### config.mk
export PLATFORM = sky130hd
export DESIGN_NAME = gpio_dbus_arb
export DESIGN_NICKNAME = d
export VERILOG_FILES = /design/src/rtl/gpio_dbus_arb.sv
export SDC_FILE = /design/constraint.sdc
export NUM_CORES = 1
export LEC_CHECK = 0
export ABC_CLOCK_PERIOD_IN_PS = 1850
export BUFFER_PORTS_ARGS = -buffer_cell sky130_fd_sc_hd__clkbuf_2
export CORE_MARGIN = 2
export CORE_UTILIZATION = 35
export DETAILED_ROUTE_END_ITERATION = 6
export PLACE_DENSITY = 0.72
export SLEW_MARGIN = 0
export SYNTH_ARGS = -nofsm -noshare
export SYNTH_HDL_FRONTEND = slang
export SYNTH_SLANG_ARGS = --single-unit
### constraint.sdc
create_clock -name clk -period 1.85 [get_ports clk]
set_input_delay 0.0925 -clock clk [delete_from_list [all_inputs] [get_ports clk]]
set_output_delay 0.0925 -clock clk [all_outputs]
set_load 0.005 [all_outputs]
### src/rtl/gpio_dbus_arb.sv
// rtl/gpio_dbus_arb.sv - round-robin arbiter of two requesters onto one GPIO register bus
// Each transaction is followed by one RECOVER cycle and is bounded by a TIMEOUT-cycle ack watchdog.
module gpio_dbus_arb #(
  parameter int TIMEOUT = 16
) (
  input  logic        clk,
  input  logic        rst,
  input  logic        m0_req,
  input  logic        m0_w_en,
  input  logic [31:0] m0_addr,
  input  logic [31:0] m0_w_data,
  output logic        m0_ack,
  output logic [31:0] m0_r_data,
  output logic        m0_err,
  input  logic        m1_req,
  input  logic        m1_w_en,
  input  logic [31:0] m1_addr,
  input  logic [31:0] m1_w_data,
  output logic        m1_ack,
  output logic [31:0] m1_r_data,
  output logic        m1_err,
  output logic        p_req,
  output logic        p_w_en,
  output logic [31:0] p_addr,
  output logic [31:0] p_w_data,
  input  logic        p_ack,
  input  logic [31:0] p_r_data
);

  localparam int CW = $clog2(TIMEOUT + 1);
  localparam logic [CW-1:0] LAST = CW'(TIMEOUT - 1);

  typedef enum logic [1:0] {
    IDLE    = 2'd0,
    BUSY    = 2'd1,
    RECOVER = 2'd2
  } state_t;

  state_t          state, state_nxt;
  logic            prio, gnt, sel, grant, busy, timeout, done;
  logic [CW-1:0]   cnt;
  logic            w_en_q;
  logic [31:0]     addr_q, w_data_q;
  logic            ack, err;
  logic [31:0]     r_data;

  always_ff @(posedge clk) begin
    if (rst) state <= IDLE;
    else     state <= state_nxt;
  end

  always_comb begin
    state_nxt = state;
    busy      = (state == BUSY);
    grant     = (state == IDLE) && (m0_req || m1_req);
    sel       = (m0_req && m1_req) ? prio : m1_req;
    timeout   = busy && (cnt == LAST);
    done      = busy && (p_ack || timeout);
    case (state)
      IDLE:    if (grant) state_nxt = BUSY;
      BUSY:    if (done) state_nxt = RECOVER;
      RECOVER: state_nxt = IDLE;
      default: state_nxt = IDLE;
    endcase
  end

  // The counter stops at LAST because the timeout ends BUSY, so it cannot wrap.
  always_ff @(posedge clk) begin
    if (rst) begin
      prio     <= 1'b0;
      gnt      <= 1'b0;
      cnt      <= '0;
      w_en_q   <= 1'b0;
      addr_q   <= 32'd0;
      w_data_q <= 32'd0;
    end else begin
      if (grant) begin
        gnt      <= sel;
        w_en_q   <= sel ? m1_w_en   : m0_w_en;
        addr_q   <= sel ? m1_addr   : m0_addr;
        w_data_q <= sel ? m1_w_data : m0_w_data;
        cnt      <= '0;
      end else if (busy && !done) begin
        cnt <= cnt + CW'(1);
      end
      if (done) prio <= ~gnt;
    end
  end

  // A real p_ack wins over a coincident timeout, so err needs the ack to be absent.
  always_comb begin
    ack       = done && !rst;
    err       = ack && !p_ack;
    r_data    = (ack && p_ack) ? p_r_data : 32'd0;
    m0_ack    = ack && !gnt;
    m1_ack    = ack && gnt;
    m0_err    = err && !gnt;
    m1_err    = err && gnt;
    m0_r_data = gnt ? 32'd0 : r_data;
    m1_r_data = gnt ? r_data : 32'd0;
    p_req     = busy && !rst;
    p_w_en    = w_en_q && !rst;
    p_addr    = rst ? 32'd0 : addr_q;
    p_w_data  = rst ? 32'd0 : w_data_q;
  end

endmodule

==> results of run 1 <==
==> path summary, 6_finish.rpt <==
kind                                          start                      end  slack (ps)  depth (start not counted)
worst max-delay path            cnt[1]$_SDFFE_PP0P_      cnt[3]$_SDFFE_PP0P_         -30                          6
worst min-delay path                    m0_addr[24]  addr_q[24]$_SDFFE_PP0P_          20                          3
worst max register to register  cnt[1]$_SDFFE_PP0P_      cnt[3]$_SDFFE_PP0P_         -30                          6
worst min register to register  cnt[4]$_SDFFE_PP0P_      cnt[4]$_SDFFE_PP0P_         490                          2
==> cells by family (layout without fill, tap and decap cells) <==
kind of cell | Yosys count | in the layout
DFF | 74 | 74
AOI/OAI and AO/OA | 208 | 208
other | 0 | 3
buffers and inverters | 76 | 349
and+or+nand+nor | 221 | 221
xor gates and xnor gates | 1 | 1
adders and majority gates | 2 | 2
==> Yosys cell counts, drive strengths merged (2+ instances only) <==
| master | n |
|---|---|
| dfxtp | 74 |
| buf | 16 |
| nor4b | 2 |
| nand2 | 2 |
| nor2b | 66 |
| a21oi | 71 |
| nor2 | 6 |
| or3 | 3 |
| a311oi | 65 |
| ha | 2 |
| o21ai | 69 |
| inv | 5 |
| and2 | 66 |
| and3 | 2 |
| clkbuf | 55 |
| nand3 | 67 |
| nand2b | 2 |
==> timing repair <==
action,CTS,global route
resized for setup,10,27
endpoints found under the hold margin,0,0
setup endpoints to repair,25,70
cloned,0,3
pin swaps,3,2
hold buffers,0,0
buffers inserted,1,1
==> power groups by stage <==
stage	Sequential, mW	Combinational [mW]	Clock (mW)
floorplan	1.86	0.698	0
global placement	1.88	1.17	0
detailed placement	1.89	1.18	0
CTS	1.86	1.18	1.92
global route	1.88	1.30	2.00
finish	1.86	1.19	1.88
==> layer usage <==
layer | wire length (microns) | global-route usage, % | share of wire, %
met5 | 0 | 0 | 0
met4 | 310 | 11.3 | 1.8
met3 | 1100 | 5.10 | 6.5
met2 | 8930 | 39.8 | 53
met1 | 6490 | 25.6 | 39
==> sequential cells by signal, indices dropped and copies added (netlist names) <==
name and flops:
addr_q 32, w_data_q 32, cnt 5, state 2, gnt 1, prio 1, w_en_q 1
==> per-stage QoR <==
step / worst slack, ps / power, mW
after floorplan: 3.40 / 2.56
after detailed placement: -12.0 / 3.06
final: -32.8 / 4.92
after global routing: -58.2 / 5.18
after global placement: 16.6 / 3.05
after CTS: -14.7 / 4.96
==> area by class of cell <==
class / count / area [sq um] / area share [%]
well taps: 172 / 215 / 3.24
repair buffers: 328 / 1830 / 27.6
inverters: 5 / 18.8 / 0.282
flip-flops and latches: 74 / 1490 / 22.4
clock buffers: 13 / 280 / 4.22
multi-input cells: 432 / 2750 / 41.5
clock inverters: 3 / 45.0 / 0.678
diodes: 3 / 7.51 / 0.113
==> tightest hold or removal path, stage by stage <==
cell      delay [ps]
clkbuf_2          70
o21ai_0           60
a311oi_1          80
==> results.toml, run 1 <==
[run_status]
outcome = "complete, but fails checks"
violations = "negative setup slack"

[yosys]
synthSimpleGateAreaFrac_pct = 29.4
post_synth.cell_area_avg_sq_um = 7.68
synth.distinct_cells = 32
syn_area_sq_mm = 0.00447
synth_edf_count = 0
synth_top_area_share_pct = 33.2
netlist_instances = 582
synth_area_leader_cell = "dfxtp_1"
synth_top_family_by_area = "simple AND/OR/NAND/NOR gates"
synthMuxAreaShare_pct = 0
ys_ff_latch = 74
ys_top_cells_by_area = "dfxtp_1 33%, a311oi_1 13%, and2_1 9.2%, nor2b_1 9.2%, a21oi_1 8.0%"
synth_ff_type = "dfxtp_1"
synth_compound_gate_area_share_pct = 29.0
ys_warn_count = 0
synth_nets = 751
yosysSeqAreaShare_pct = 33.2
synth-adder-area-share_pct = 0.560
synthArstFlopShare_pct = 0
synth-xor-area-share_pct = 0.196

[worst_setup_path]
slowest_stage = "or4b_4"
endpoint_kind = "flop"
worst_ep_arrival_time_ps = 2150
cpPeakStageDelay_ps = 510
cp_top_family = "simple AND/OR/NAND/NOR gates"
crit_fanout = 4
startpoint_type = "flop"
crit_type = "flop to flop"
cp_num_buf_inv = 0
cp.required_ps = 2120
cp_common_cell = "ha_4"
path_cells = "ha_4 -> and3_4 -> ha_4 -> or4b_4 -> or3_4 -> a21oi_2"

[placement]
dp.cells = 1006
portBuffers = 300
routabilityCongestion = 0.774
dp_hpwl_mm = 11.5
placed_cell_area_sq_mm = 0.00615

[power_and_ir_drop]
ir_drop_mv = 0.360
switching_share_pct = 28.7
p_leak_nw = 3.03
power_frac_clock_pct = 38.1
net-switching-power_mw = 1.41
power.density_mw_per_mm2 = 741
intPower_mw = 3.51
power_frac_seq_pct = 37.8
comb_power_share_pct = 24.1

[detailed_routing]
drtIter0Drc = 446
wl_per_cell_microns = 16.3
drtAntennaViolNets = 0
vias = 5453
routed_wl_mm = 16.8
vias_per_cell = 5.29
drtPass1Iterations = 4
drc = 0

[global_routing]
grt_pass1_wl_mm = 24.3
grt.total_usage_pct = 22.6
grt_pass1_vias = 4856
grt_max_degree = 106
grt_overflow_total = 0
grt_antenna_before_repair = 2

[floorplan]
die_height_microns = 117
die_area_sq_mm = 0.0137
start_util_pct = 35.7
rows = 41
pin_count = 301
die_width_microns = 117
core_sq_mm = 0.0125

[sta]
whs_ps = 16.7
period_needed_ps = 1880
period_share_pct = 102
setup_tns_ps = -35.5
slew-limit-headroom_pct = 52.3
setup_ws_ps = -32.8
hold_viol = 0
fmaxAchievable_ghz = 0.531
tightest_slew_ps = 715
worst_clock_skew_ps = 8.54
finalMaxSlewViolations = 0
final-setup-viol-count = 2
rsz0062_at_grt = "yes"

[clock_network]
clkTransAtPathRegs_ps = 60
clockRootBuffer = "clkbuf_16"
h-tree-depth = 3
clock_path_buffers = 2
cts_buffers = 9
insertion_delay_ps = 340
clock-sinks = 74
cts_tree = "done"

[final_layout]
syn_to_final_growth_pct = 48.7
fin_nets = 1019
final_design_area_no_fill_sq_mm = 0.00664
final_common_cell = "clkbuf_2"
final_cell_mix = "294 x clkbuf_2, 70 x a21oi_1, 69 x dfxtp_1"
final_core_util_pct = 53.1
final_cells = 1030
drive_above_1_share_pct = 43.4
fillers = 1281

[hold_path]
hold_class = "input pin to flop"

[job]
cap_violations = 0
(Power assumes the default switching activity.)
==> run 2: changes to the inputs <==
Settings changed: REMOVE_ABC_BUFFERS from default to 1.
==> run 2 against run 1 <==
Net effect:
- the flow still finishes with violations (negative setup slack)
- core utilization grew 1.8 points
- via count up 0.22%
- cell count grew 0.19%
- critical path depth is the same
- sequential share of layout area shrank 0.74 points
- flip-flop and latch count stayed put
- power rose by 5.1%
==> results.toml, run 2 (synthesis gave the netlist of run 1 again) <==
[global_routing]
grt_pass1_vias = 4633
grt.total_usage_pct = 23.2
grt_overflow_total = 0
grt_antenna_before_repair = 0
grt_max_degree = 129
grt_pass1_wl_mm = 24.6

[clock_network]
clock-sinks = 74
insertion_delay_ps = 340
cts_buffers = 9
h-tree-depth = 3
cts_tree = "done"
clockRootBuffer = "clkbuf_16"
clock_path_buffers = 2
clkTransAtPathRegs_ps = 60

[sta]
final-setup-viol-count = 23
tightest_slew_ps = 713
fmaxAchievable_ghz = 0.531
finalMaxSlewViolations = 0
period_share_pct = 102
setup_ws_ps = -31.9
slew-limit-headroom_pct = 52.4
rsz0062_at_grt = "yes"
hold_viol = 0
period_needed_ps = 1880
worst_clock_skew_ps = 11.3

[detailed_routing]
vias_per_cell = 5.30
wl_per_cell_microns = 17.0
drtAntennaViolNets = 0
vias = 5465
drtIter0Drc = 419
drc = 0
routed_wl_mm = 17.5
drtPass1Iterations = 4

[final_layout]
syn_to_final_growth_pct = 53.8
fin_nets = 1024
fillers = 1258
final_cell_mix = "273 x clkbuf_2, 70 x a21oi_1, 69 x dfxtp_1"
final_design_area_no_fill_sq_mm = 0.00687
top_regs = "addr_q x32, w_data_q x32, cnt x5"
multiInputGateArea_sq_mm = 0.00280
n_antenna_cell = 0
drive_above_1_share_pct = 45.8
final_common_cell = "clkbuf_2"
register_area_sq_mm = 0.00149

[power_and_ir_drop]
power_mw = 5.18
power.density_mw_per_mm2 = 753
ir_drop_mv = 0.778
p_leak_nw = 3.14

[worst_setup_path]
crit_start = "state[1]$_SDFFE_PP0P_"
startpoint_type = "flop"
cp_num_buf_inv = 3
timing.rr.start = "cnt[1]$_SDFFE_PP0P_"
crit_type = "flop to output pin"
endpoint_kind = "output pin"
worst_ep_arrival_time_ps = 1790
cpPeakStageDelay_ps = 360
rr_worst_depth = 6
slowest_stage = "dfxtp_4"
crit_fanout = 8
cp_top_family = "simple AND/OR/NAND/NOR gates"
cp.depth = 6
cp.required_ps = 1760
path_cells = "nand2b_4 -> nor4b_4 -> buf_4 -> clkbuf_16 -> and2_4 -> buf_6"

[run_status]
violations = "negative setup slack"
outcome = "complete, but fails checks"

[job]
cap_violations = 0

[placement]
placed_cell_area_sq_mm = 0.00614
routabilityCongestion = 0.825
portBuffers = 300
dp_hpwl_mm = 11.9

[floorplan]
start_util_pct = 35.7
core_sq_mm = 0.0125
die_area_sq_mm = 0.0137
die_width_microns = 117
die_height_microns = 117
rows = 41
pin_count = 301

[hold_path]
worstHoldStart = "m0_addr[0]"
hold_class = "input pin to flop"
worst_hold_path.num_cells = 3
==> run 2: worst paths after layout <==
kind | endpoint | slack [ps]
setup / recovery | m1_r_data[20] | -30
hold / removal | addr_q[0]$_SDFFE_PP0P_ | 10
setup reg to reg | cnt[2]$_SDFFE_PP0P_ | 40
hold reg to reg | cnt[4]$_SDFFE_PP0P_ | 490
==> run 2: layout make-up <==
class / instances / share of cell area [%]
clock buffers: 11 / 3.68
well taps: 172 / 3.13
inverters: 5 / 0.273
multi-input cells: 432 / 40.7
clock inverters: 5 / 1.57
repair buffers: 333 / 29.0
flip-flops and latches: 74 / 21.7
==> run 2: what timing repair did <==
item / in CTS / in global routing
hold endpoints to repair: 1 / 0
gates cloned: 0 / 3
endpoints found under the setup margin: 38 / 68
setup buffers: 1 / 6
pin swaps: 4 / 24
gates resized for setup: 15 / 69
hold buffers: 1 / 0
==> run 2: per-layer routing <==
metal,track usage (%),wire length (microns),vias to the layer above,share of wire [%]
met5,0,0,-,0
met4,7.45,281,0,1.6
met3,5.56,1400,19,8.0
met2,40.7,9170,259,52
met1,28.2,6690,2523,38
li1,-,-,2664,-
==> run 2: per-stage QoR <==
step | setup slack (ps) | setup TNS, ps | hold slack (ps) | std cells | utilization, %
final | -31.9 | -299 | 11.2 | 1032 | 54.9
after global routing | -109 | -2940 | 11.2 | 1032 | 54.9
after CTS | -23.2 | -40.0 | 0.833 | 1023 | 52.5
after detailed placement | -68.4 | -121 | 369 | 1005 | 49.0
after global placement | -54.9 | -63.2 | 362 | 1005 | 49.0
after floorplan | -1500 | -98220 | 162 | 511 | -
==> run 2: worst register-to-register path, delay by kind of cell, from the launching register on <==
family | cells | cell delay, ps
compound gates | 1 | 130
fa+ha+maj | 2 | 300
simple gates | 3 | 990
flops | 1 | 330
==> run 2: where the power goes <==
part / total (mW) / switching (mW) / internal [mW]
combinational: 1.21 / 0.644 / 0.564
clock: 2.11 / 0.712 / 1.40
sequential: 1.86 / 0.0876 / 1.77
total: 5.18 / 1.44 / 3.73
==> run 3: changes to the inputs <==
Settings changed: ABC_CLOCK_PERIOD_IN_PS 1850 to 2000, CTS_BUF_LIST from default to sky130_fd_sc_hd__clkbuf_4 sky130_fd_sc_hd__clkbuf_8, CTS_CLUSTER_SIZE from default to 40, PLACE_DENSITY 0.72 to 0.69.
Clock period 1.85 ns to 2 ns, I/O delays scaled along.
==> run 3 against run 2 <==
Net effect:
- the run now ends clean
- cell count grew 5.9%
- sequential share of layout area is 0.73 points lower
- setup slack gained 130 ps
- register-to-register slack improved by 60 ps
- global-route usage up 0.81 points
- sequential power is 8% lower
- via count increased by 6.2%
==> results.toml, run 3 (synthesis gave the netlist of run 1 again) <==
[run_status]
outcome = "finished clean"

[worst_setup_path]
endpoint_kind = "flop"
timing.rr.start = "cnt[0]$_SDFFE_PP0P_"
crit_start = "cnt[0]$_SDFFE_PP0P_"
crit_type = "flop to flop"
cp.required_ps = 2300
slowest_stage = "or4b_4"
worst_ep_arrival_time_ps = 2200
startpoint_type = "flop"
crit_fanout = 5
path_cells = "ha_2 -> and3_4 -> ha_4 -> or4b_4 -> or3_1 -> a21oi_1"
cpPeakStageDelay_ps = 500

[global_routing]
grt.total_usage_pct = 24.0
grt_max_degree = 75
grt_overflow_total = 0
grt_pass1_wl_mm = 26.0
grt_pass1_vias = 5081
grt_antenna_before_repair = 0

[floorplan]
die_height_microns = 117
core_sq_mm = 0.0125
die_width_microns = 117
die_area_sq_mm = 0.0137
rows = 41
pin_count = 301
start_util_pct = 35.7

[final_layout]
n_antenna_cell = 0
final_core_util_pct = 56.6
syn_to_final_growth_pct = 58.6
final_design_area_no_fill_sq_mm = 0.00709
final_cell_mix = "297 x clkbuf_2, 74 x dlygate4sd3_1, 71 x a21oi_1, 71 x dfxtp_1, 68 x o21ai_0"
drive_above_1_share_pct = 38.9
final_common_cell = "clkbuf_2"
fillers = 1181
fin_nets = 1087
top_regs = "addr_q x32, w_data_q x32, cnt x5"

[clock_network]
clockRootBuffer = "clkbuf_8"
post_cts_buffers = 0
insertion_delay_ps = 360
clock-sinks = 74
clkTransAtPathRegs_ps = 80
h-tree-depth = 3
cts_tree = "done"
cts_buffers = 9
clock_path_buffers = 2

[sta]
worst_clock_skew_ps = 7.94
tightest_slew_ps = 727
final-setup-viol-count = 0
whs_ps = 6.91
period_share_pct = 95.2
hold_viol = 0
fmaxAchievable_ghz = 0.525
period_needed_ps = 1900
slew-limit-headroom_pct = 51.5
rsz0062_at_grt = "no"
finalMaxSlewViolations = 0

[detailed_routing]
wl_per_cell_microns = 15.9
drtIter0Drc = 391
vias = 5806
drc = 0
vias_per_cell = 5.31
drtAntennaViolNets = 0
routed_wl_mm = 17.4
drtPass1Iterations = 7

[power_and_ir_drop]
ir_drop_mv = 0.426
power.density_mw_per_mm2 = 565
power_mw = 4.00
p_leak_nw = 3.23

[job]
cap_violations = 0

[placement]
dp_hpwl_mm = 11.3
placed_cell_area_sq_mm = 0.00612
routabilityCongestion = 0.790
portBuffers = 300

[hold_path]
hold_class = "input pin to flop"
worstHoldStart = "m0_addr[23]"
[run 3: worst paths after layout]
check | end | slack (ps) | cells past startpoint
worst max-delay path | cnt[3]$_SDFFE_PP0P_ | 100 | 6
worst min-delay path | addr_q[23]$_SDFFE_PP0P_ | 7 | 3
worst max register to register | cnt[3]$_SDFFE_PP0P_ | 100 | 6
worst min register to register | cnt[1]$_SDFFE_PP0P_ | 470 | 2
[run 3: critical path, delay by kind of cell, from the launching register on]
family	cells	cell delay [ps]
and+or+nand+nor	3	1040
adders and majority gates	2	330
DFF	1	320
AOI/OAI and AO/OA	1	140
[run 3: power by group]
| part | internal [mW] | switching (mW) | total [mW] |
|---|---|---|---|
| Clock | 0.528 | 0.548 | 1.08 |
| Combinational | 0.596 | 0.618 | 1.21 |
| Sequential | 1.64 | 0.0788 | 1.71 |
| Total | 2.76 | 1.24 | 4.00 |
[run 3: timing repair]
action,CTS,global route
pin swaps,1,1
hold buffers,73,1
resized for setup,5,15
endpoints found under the hold margin,57,1
setup endpoints to repair,4,40
[run 3: metal layers]
metal / GRT usage, % / wire (microns) / up-vias
li1: - / - / 2784
met1: 31.2 / 7250 / 2681
met2: 39.1 / 8410 / 311
met3: 6.69 / 1440 / 30
met4: 7.22 / 323 / 0
met5: 0 / 0 / -
[run 3: final cells by class]
class | instances | area, sq um | area share (%)
Multi-Input combinational cell | 432 | 2710 | 38.3
Timing Repair Buffer | 396 | 2490 | 35.1
Sequential cell | 74 | 1490 | 21.0
Tap cell | 172 | 215 | 3.04
Clock buffer | 14 | 168 | 2.37
Inverter | 5 | 18.8 | 0.265
[run 3: metrics by stage]
step | setup slack (ps) | cells | setup TNS [ps]
after detailed placement | 74.0 | 1005 | 0
after global routing | 14.0 | 1093 | 0
after floorplan | -1350 | 511 | -87450
after global placement | 77.9 | 1005 | 0
after CTS | 2.52 | 1092 | 0
final | 96.5 | 1093 | 0
